**src/rtl/bsg_manycore_block_mem_to_link.sv**
```systemverilog
// bsg_manycore_block_mem_to_link
//   Initiator-side bridge from a block-mem request stream to the manycore
//   link. Requests are decoded into remote loads/stores aimed at the per-column
//   block memories on the top and bottom rows. Stores are pipelined up to
//   out_credits_p outstanding; loads are blocking (one at a time) and their
//   return data is presented on a valid/yumi response port.
//
// Ports
//   clk_i, reset_i        clock, synchronous active-high reset
//   link_sif_i            {ep_ready, return_v, return_type[1:0], return_data}
//   link_sif_o            {return_yumi, packet_v, packet}
//                         packet = {addr, op[1:0], op_ex/mask, reg_id[4:0],
//                                   payload, src_y, src_x, dest_y, dest_x}
//   pkt_i, v_i, ready_o   request {opcode[2:0], byte_addr, data, mask}
//   data_o, v_o, yumi_i   load result stream
//   global_x_i/_y_i       source coordinates written into outgoing packets
//   idle_o                all credits home and no load in flight
//
// Optional feature: define BSG_MANYCORE_BLOCK_MEM_TO_LINK_FENCE_EN to hold
// loads until every outstanding store has been acknowledged.
module bsg_manycore_block_mem_to_link
  #(parameter int link_addr_width_p   = 12
  , parameter int data_width_p        = 32
  , parameter int x_cord_width_p      = 4
  , parameter int y_cord_width_p      = 4
  , parameter int mem_size_in_words_p = 1024
  , parameter int num_tiles_x_p       = 4
  , parameter int top_y_cord_p        = 0
  , parameter int bottom_y_cord_p     = 5
  , parameter int base_x_cord_p       = 0
  , parameter int out_credits_p       = 8
  , parameter int fifo_els_p          = 4
  , localparam int num_blocks_lp          = 2*num_tiles_x_p
  , localparam int block_id_width_lp      = (num_blocks_lp <= 1) ? 1 : $clog2(num_blocks_lp)
  , localparam int words_per_block_lp     = mem_size_in_words_p/num_blocks_lp
  , localparam int word_addr_width_lp     = (words_per_block_lp <= 1) ? 1 : $clog2(words_per_block_lp)
  , localparam int byte_addr_width_lp     = block_id_width_lp + word_addr_width_lp + 2
  , localparam int mask_width_lp          = data_width_p/8
  , localparam int block_mem_pkt_width_lp = 3 + byte_addr_width_lp + data_width_p + mask_width_lp
  , localparam int link_pkt_width_lp      = link_addr_width_p + 2 + mask_width_lp + 5 + data_width_p
                                            + 2*(x_cord_width_p + y_cord_width_p)
  , localparam int link_sif_o_width_lp    = link_pkt_width_lp + 2
  , localparam int link_sif_i_width_lp    = data_width_p + 4
  , localparam int credit_width_lp        = $clog2(out_credits_p+1))
  (input  logic                              clk_i
  , input  logic                              reset_i
  , input  logic [link_sif_i_width_lp-1:0]    link_sif_i
  , output logic [link_sif_o_width_lp-1:0]    link_sif_o
  , input  logic [block_mem_pkt_width_lp-1:0] pkt_i
  , input  logic                              v_i
  , output logic                              ready_o
  , output logic [data_width_p-1:0]           data_o
  , output logic                              v_o
  , input  logic                              yumi_i
  , input  logic [x_cord_width_p-1:0]         global_x_i
  , input  logic [y_cord_width_p-1:0]         global_y_i
  , output logic                              idle_o
  );

  localparam logic [1:0] state_reset_lp     = 2'd0;
  localparam logic [1:0] state_ready_lp     = 2'd1;
  localparam logic [1:0] state_load_wait_lp = 2'd2;
  localparam logic [1:0] state_resp_lp      = 2'd3;

  localparam logic [2:0] op_nop_lp   = 3'd0;
  localparam logic [2:0] op_store_lp = 3'd1;
  localparam logic [2:0] op_lw_lp    = 3'd2;
  localparam logic [2:0] op_lh_lp    = 3'd3;
  localparam logic [2:0] op_lhu_lp   = 3'd4;
  localparam logic [2:0] op_lb_lp    = 3'd5;
  localparam logic [2:0] op_lbu_lp   = 3'd6;

  localparam logic [1:0] link_op_load_lp  = 2'd0;
  localparam logic [1:0] link_op_store_lp = 2'd1;

  localparam logic [1:0] ret_credit_lp   = 2'd0;
  localparam logic [1:0] ret_int_wb_lp   = 2'd1;
  localparam logic [1:0] ret_float_wb_lp = 2'd2;
  localparam logic [1:0] ret_ifetch_lp   = 2'd3;

  localparam logic [credit_width_lp-1:0] credits_max_lp = credit_width_lp'(out_credits_p);

  logic [1:0]                 state_q, state_d;
  logic [credit_width_lp-1:0] credits_q, credits_d;
  logic [data_width_p-1:0]    data_q, data_d;

  logic [2:0]                    opcode;
  logic [byte_addr_width_lp-1:0] byte_addr;
  logic [data_width_p-1:0]       wdata;
  logic [mask_width_lp-1:0]      wmask;
  logic [block_id_width_lp-1:0]  block_id;
  logic [word_addr_width_lp-1:0] word_addr;
  logic [1:0]                    byte_off;

  assign {opcode, byte_addr, wdata, wmask} = pkt_i;
  assign {block_id, word_addr, byte_off}   = byte_addr;

  logic                    ep_ready, ret_v;
  logic [1:0]              ret_type;
  logic [data_width_p-1:0] ret_data;

  assign {ep_ready, ret_v, ret_type, ret_data} = link_sif_i;

  logic is_store, is_load, is_hex, is_byte, is_unsigned;
  assign is_store    = (opcode == op_store_lp);
  assign is_hex      = (opcode == op_lh_lp) | (opcode == op_lhu_lp);
  assign is_byte     = (opcode == op_lb_lp) | (opcode == op_lbu_lp);
  assign is_unsigned = (opcode == op_lhu_lp) | (opcode == op_lbu_lp);
  assign is_load     = (opcode == op_lw_lp) | is_hex | is_byte;

  logic credits_full, credits_avail;
  assign credits_full  = (credits_q == credits_max_lp);
  assign credits_avail = (credits_q != '0);

  logic ready, accept, send;
  always_comb begin
    ready = 1'b0;
    if (state_q == state_ready_lp) begin
      ready = ep_ready & credits_avail;
`ifdef BSG_MANYCORE_BLOCK_MEM_TO_LINK_FENCE_EN
      // A load waits for every prior store to be acknowledged.
      if (is_load) ready = ready & credits_full;
`endif
    end
  end

  assign accept = v_i & ready;
  // Nops are consumed here and never reach the link.
  assign send   = accept & (is_load | is_store);

  logic [link_addr_width_p-1:0] ln_addr;
  logic [1:0]                   ln_op;
  logic [mask_width_lp-1:0]     ln_op_ex;
  logic [data_width_p-1:0]      ln_payload;
  logic [x_cord_width_p-1:0]    dest_x;
  logic [y_cord_width_p-1:0]    dest_y;

  always_comb begin
    ln_addr = '0;
    ln_addr[word_addr_width_lp-1:0] = word_addr;
    if (block_id >= block_id_width_lp'(num_tiles_x_p)) begin
      dest_y = y_cord_width_p'(top_y_cord_p);
      dest_x = x_cord_width_p'(base_x_cord_p) + x_cord_width_p'(block_id)
               - x_cord_width_p'(num_tiles_x_p);
    end else begin
      dest_y = y_cord_width_p'(bottom_y_cord_p);
      dest_x = x_cord_width_p'(base_x_cord_p) + x_cord_width_p'(block_id);
    end
    if (is_store) begin
      ln_op      = link_op_store_lp;
      ln_op_ex   = wmask;
      ln_payload = wdata;
    end else begin
      // load_info = {float_wb, icache_fetch, is_unsigned, is_byte, is_hex, part_sel}
      ln_op           = link_op_load_lp;
      ln_op_ex        = '0;
      ln_payload      = '0;
      ln_payload[6:0] = {1'b0, 1'b0, is_unsigned, is_byte, is_hex, byte_off};
    end
  end

  // Every return is accepted in its arrival cycle.
  assign link_sif_o = {ret_v, send, ln_addr, ln_op, ln_op_ex, 5'b0, ln_payload,
                       global_y_i, global_x_i, dest_y, dest_x};

  always_comb begin
    state_d   = state_q;
    data_d    = data_q;
    credits_d = credits_q;
    case (state_q)
      state_reset_lp:     state_d = state_ready_lp;
      state_ready_lp:     if (accept & is_load) state_d = state_load_wait_lp;
      state_load_wait_lp: if (ret_v & (ret_type == ret_int_wb_lp)) begin
                            data_d  = ret_data;
                            state_d = state_resp_lp;
                          end
      state_resp_lp:      if (yumi_i) state_d = state_ready_lp;
      default:            state_d = state_reset_lp;
    endcase
    case ({send, ret_v})
      2'b10:   credits_d = credits_q - 1'b1;
      2'b01:   credits_d = credits_q + 1'b1;
      default: credits_d = credits_q;
    endcase
  end

  always_ff @(posedge clk_i) begin
    if (reset_i) begin
      state_q   <= state_reset_lp;
      credits_q <= credits_max_lp;
      data_q    <= '0;
    end else begin
      state_q   <= state_d;
      credits_q <= credits_d;
      data_q    <= data_d;
    end
  end

  assign ready_o = ready;
  assign v_o     = (state_q == state_resp_lp);
  assign data_o  = data_q;
  assign idle_o  = credits_full & (state_q == state_ready_lp);

`ifndef SYNTHESIS
  always_ff @(posedge clk_i) begin
    if (!reset_i) begin
      assert (!(ret_v && ((ret_type == ret_ifetch_lp) || (ret_type == ret_float_wb_lp))))
        else $error("illegal return packet type %0d", ret_type);
      assert (!(ret_v && !send && credits_full))
        else $error("credit counter overflow");
      assert (!(ret_v && (ret_type == ret_credit_lp) && (state_q == state_reset_lp)))
        else $error("credit return during reset state");
    end
    assert ((data_width_p == 32) && (fifo_els_p > 0))
      else $error("unsupported configuration");
  end
`endif

endmodule

```
**config.mk**
```make
export PLATFORM = sky130hd
export DESIGN_NAME = bsg_manycore_block_mem_to_link
export DESIGN_NICKNAME = d
export VERILOG_FILES = /design/src/rtl/bsg_manycore_block_mem_to_link.sv
export SDC_FILE = /design/constraint.sdc
export NUM_CORES = 1
export LEC_CHECK = 0
export ABC_CLOCK_PERIOD_IN_PS = 2500
export CAP_MARGIN = 20
export CELL_PAD_IN_SITES_DETAIL_PLACEMENT = 0
export CELL_PAD_IN_SITES_GLOBAL_PLACEMENT = 2
export CORE_MARGIN = 5
export CORE_UTILIZATION = 13
export CTS_BUF_LIST = sky130_fd_sc_hd__clkbuf_16
export CTS_CLUSTER_SIZE = 24
export DETAILED_ROUTE_END_ITERATION = 8
export PLACE_DENSITY_LB_ADDON = 0.1
export SYNTH_ARGS = -nofsm -noshare
export SYNTH_HDL_FRONTEND = slang
export SYNTH_SLANG_ARGS = --single-unit
```
**constraint.sdc**
```tcl
create_clock -name clk_i -period 2.5 [get_ports clk_i]
set_input_delay 0.25 -clock clk_i [delete_from_list [all_inputs] [get_ports clk_i]]
set_output_delay 0.25 -clock clk_i [all_outputs]
set_load 0.01 [all_outputs]
```
## Yosys cells after proc, flatten, opt, wreduce, memory -nomap -nowiden

Index checks and enable logic that the tools add are counted.
W data, S select, Z words.

| storage, ports and cells | value |
|---|---|
| logic and storage cells | 51 |
| output and inout bits | 108 |
| bits in registers | 38 |
| input port bits | 99 |

| operators by class | value |
|---|---|
| reduce and logical (&&, ||, !) cells | 5 |
| magnitude comparators | 1 |
| equal/unequal tests | 16 |
| add/sub/neg operators | 3 |
| bitwise gates (word level) | 12 |
| multiplexer cells | 11 |

Operator list:

| operator | count |
|---|---|
| $mux W32 | 1 |
| $eq A3 B3 Y1 const B | 3 |
| $mux W4 | 2 |
| $pmux W2 S4 | 1 |
| $pmux W4 S2 | 1 |
| $and A1 B1 Y1 | 6 |
| $eq A2 B1 Y1 const B | 3 |
| $eq A2 B2 Y1 const B | 3 |
| $eq A3 B2 Y1 const B | 2 |
| $mux W2 | 3 |
| $or A1 B1 Y1 | 6 |
| $add A4 B1 Y4 const B | 1 |
| $eq A4 B4 Y1 const B | 1 |
| $ne A2 B1 Y1 const B | 2 |
| $reduce_bool A4 Y1 | 1 |
| $sub A3 B3 Y4 const B | 1 |
| $sub A4 B1 Y4 const B | 1 |
| $eq A3 B1 Y1 const B | 1 |
| $ge A3 B3 Y1 const B | 1 |
| $mux W3 | 1 |
| $reduce_and A3 Y1 | 1 |
| $logic_not A2 Y1 | 1 |
| $mux W1 | 2 |
| $ne A2 B2 Y1 const B | 1 |
| other kinds (2) | 2 |

## Longest topological paths before layout

| depth | value |
|---|---|
| word-level depth | 8 |
| mapped depth | 12 |
| depth with buffers taken out | 12 |

## Worst setup path after synthesis

No wires, ideal clock.

| path | value |
|---|---|
| path type | flip-flop to flip-flop |
| start point | register state_q[1] |
| end point | register credits_q[3] |
| period minus slack after synthesis | 2661 ps |
| path buffers | 0 |
| stages on the path, launching flop included | 13 |
| arrival | 2590 ps |
| setup slack | -161 ps |
| library setup time | 72 ps |
| required time | 2428 ps |
| cells stage by stage | dfxtp_1 > inv_1 > ha_1 > nand2_1 > or4_4 > or2_4 > ha_1 > inv_1 > ha_1 > a21oi_1 > a211oi_1 > a31oi_1 > mux2i_1 |

| between the ends | value |
|---|---|
| word-level cells in the longest chain between the ends | 6 |
| elaborated cells on any way between the ends | 8 |
| those cells by class | eq/ne: 3; mux: 2; bitwise: 2; reduce/logical: 1 |

Ends and longest elaborated chain:

| element | line | RTL |
|---|---|---|
| start, declared | 83 | `logic [1:0] state_q, state_d;` |
| start signal, assigned | 189 | `state_q <= state_reset_lp;` |
| start signal, assigned | 193 | `state_q <= state_d;` |
| $eq A2 B1 Y1 (*) | 118 | `if (state_q == state_ready_lp) begin` |
| $mux W1 (*) | 118 |  |
| $and A1 B1 Y1 (*) | 127 | `assign accept = v_i & ready;` |
| $and A1 B1 Y1 (*) | 129 | `assign send = accept & (is_load \| is_store);` |
| $eq A2 B1 Y1 or $eq A2 B2 Y1 (tied branches) | 180 | `case ({send, ret_v})` |
| $pmux W4 S2 or $reduce_bool A2 Y1 (tied branches) | n/a |  |
| end signal, assigned | 190 | `credits_q <= credits_max_lp;` |
| end signal, assigned | 194 | `credits_q <= credits_d;` |
| end, declared | 84 | `logic [credit_width_lp-1:0] credits_q, credits_d;` |

Every way passes the cells marked *; elsewhere a longest branch is shown, timed or not.
A chain may end at the register's enable or synchronous reset.

## Worst setup path after layout

Same ends and word-level chain as after synthesis.

==> flow_summary.toml <==
[synthesis]
netlist_area_sq_mm = 0.00218
synth_top_area_cell = "dfxtp_1"
synthTopCellsByArea = "dfxtp_1 (35%), buf_4 (12%), nand2_1 (12%)"
netlist.area_leader.share = 0.349
syn_inst = 288
synth_edf_count = 0
synthDistinctLibCells = 34
synth_most_common_cell = "nand2_1"
synth-seq-cells = 38
synth_commonest_cells = "nand2_1 (68), dfxtp_1 (38), a21oi_1 (36), buf_4 (36), and2_1 (31)"
seq_area_frac_synth = 0.349
yosys_most_used_dff = "dfxtp_1"
synthArstFlopShare = 0
avgSynthCellArea_sq_um = 7.56
yosysWarnings = 0

[flow_run]
maxCapViolCount = 0

[timing]
tightest_slew_ns = 0.594
setup_violations = 0
slew_headroom = 0.603
fin_ws_ns = 0.0526
fmax_ghz = 0.409
finalHoldViolations = 0
fin_crit_sh = 0.979
rsz0062_at_grt = "yes"
period_needed_ns = 2.45
final_max_slew_viol_count = 0
worst_clock_skew_ns = 0.00586

[grt]
groute.usage.overall = 0.0882
grt_pass1_wl_um = 13700
grt_overflow = 0
antenna_found_initial = 0
grt_pass1_vias = 2288
grt_max_degree = 33

[setup_path]
start_kind = "register"
cp_cell_sequence = "inv_2 > ha_4 > nand2_2 > or4_4 > or2_4 > ha_4 > inv_4 > ha_4 > a21oi_4 > a211oi_1 > a31oi_1 > mux2i_1"
max_stage_delay_ns = 0.51
critical_path_class = "register to register"
arrival_ns = 2.66
end_kind = "register"
crit_path_top_delay_cell = "or4_4"
crit_top_cell = "ha_4"
timing.rr.start = "state_q[1]"
cp.required_ns = 2.71
crit_fanout = 3
setup.worst_path.start = "state_q[1]"

[detailed_routing]
routedWlPerCell_um = 13.5
met2WireLength_um = 4240
ant_nets = 0
wl_met3_um = 689
vias_per_cell = 3.50
finalWirelength_um = 8980
drc = 0
drt_iter0_markers = 40
routed.top_layer = "met4"
num_vias = 2318
wl_met1_um = 3970
first_pass_iters = 4

[clock_network]
cts-root-buf = "clkbuf_16"
cts-htree-levels = 2
clock_latency_ns = 0.28
cts_hold_buf = 0
cts_tree = "built"
clk_pin_slew_worst_paths_ns = 0.06
numCtsBuffers = 5
cts.sinks = 38
cts_max_path_buffers = 2

[pwr]
cellPowerDensity_mw_per_mm2 = 515
power_uw = 2170
ir_worst_vdd_mv = 0.242
power_leakage_uw = 0.00160

[placement]
portBuffers = 157
globalplace.congestion = 0.779
dp_hpwl_um = 7210
place_ws_ns = -0.295

[worst_hold_path]
hold_class = "register to register"
min_from = "data_o[22]"

[die]
rows = 47
die_h_um = 139
core_area_sq_mm = 0.0165
die_area_sq_mm = 0.0194
die_x_um = 139
ios = 207
start_util = 0.132

[cells_and_area]
antenna-diode-count = 0
num-fill-cells = 1802
drive_gt1_frac = 0.117
fin_util = 0.255
nNetsFinal = 548
syn2layout_area_growth_pct = 93.4

[run_status]
status = "completed"
==> final timing paths <==
path	to	slack [ns]	depth (start not counted)
setup / recovery	credits_q[3]	0.05	12
setup reg to reg	credits_q[3]	0.05	12
hold reg to reg	data_o[22]	0.45	2
hold / removal	data_o[22]	0.45	2
==> where the power goes <==
group	internal (uW)	switching, uW
Clock	574	272
Combinational	393	264
Sequential	646	22.4
Total	1610	558
==> layer usage <==
layer / vias up / global-route usage
met2: 104 / 0.147
met4: 0 / 0.0216
li1: 1175 / -
met5: - / 0
met1: 1035 / 0.115
met3: 4 / 0.0220
==> registers in the layout (all words and copies together) (netlist names) <==
signal     count
state_q        2
data_o        32
credits_q      4
==> stage by stage <==
| stage | TNS, ns | cells | hold slack [ns] | cell area (sq um) |
|---|---|---|---|---|
| final | 0 | 663 | 0.455 | 4210 |
| after global routing | -0.0577 | 663 | 0.473 | 4210 |
| after CTS | 0 | 662 | 0.457 | 4190 |
| after detailed placement | -0.736 | 653 | 0.449 | 3970 |
| after global placement | -0.740 | 653 | 0.442 | 3970 |
| after floorplan | 0 | 302 | 0.386 | 2260 |
==> area by class of cell <==
type	instances	area, sq um	share of cell area
clock buffers	5	125	0.0297
clock inverters	3	68.8	0.0163
inverters	7	30.0	0.00713
multi-input cells	204	1140	0.272
flip-flops and latches	38	763	0.181
well taps	220	275	0.0653
repair buffers	186	1810	0.429
==> cell usage in the layout, fill, tap and decap left out, drive strengths merged, types with 5 or more instances in the layout <==
master and instances:
ha 6, nor2 11, inv 6, and2 31, mux2i 5, clkbuf 5
dfxtp 38, clkdlybuf4s50 154, conb 15, a21oi 36, buf 29, nand2 68
==> worst max-delay path: cells and delay by family, from the launching register on <==
| kind | cells | cell delay, ns |
|---|---|---|
| AOI/OAI and AO/OA | 3 | 0.40 |
| DFF | 1 | 0.32 |
| adders and majority gates | 3 | 0.51 |
| muxes | 1 | 0.20 |
| and+or+nand+nor | 3 | 0.83 |
| buffers and inverters | 2 | 0.13 |
==> repair_timing <==
| action | 4_1_cts | 5_1_grt |
|---|---|---|
| cloned | 0 | 0 |
| setup endpoints to repair | 2 | 5 |
| setup buffers | 1 | 1 |
| endpoints found under the hold margin | 0 | 0 |
| pin swaps | 1 | 1 |
| resized for setup | 3 | 6 |
==> cells by family after synthesis <==
| kind of cell | count (synthesis) | share of synthesized area |
|---|---|---|
| AND/OR/NAND/NOR | 129 | 0.284 |
| buffers and inverters | 60 | 0.173 |
| AO/OA/AOI/OAI | 43 | 0.103 |
| flip-flops | 38 | 0.349 |
| adder cells (fa/ha/maj) | 7 | 0.0437 |
| multiplexers | 7 | 0.0333 |
| XOR/XNOR | 3 | 0.0121 |
| other | 1 | 0.00172 |
Note: power is estimated with default switching activity, not from simulation.
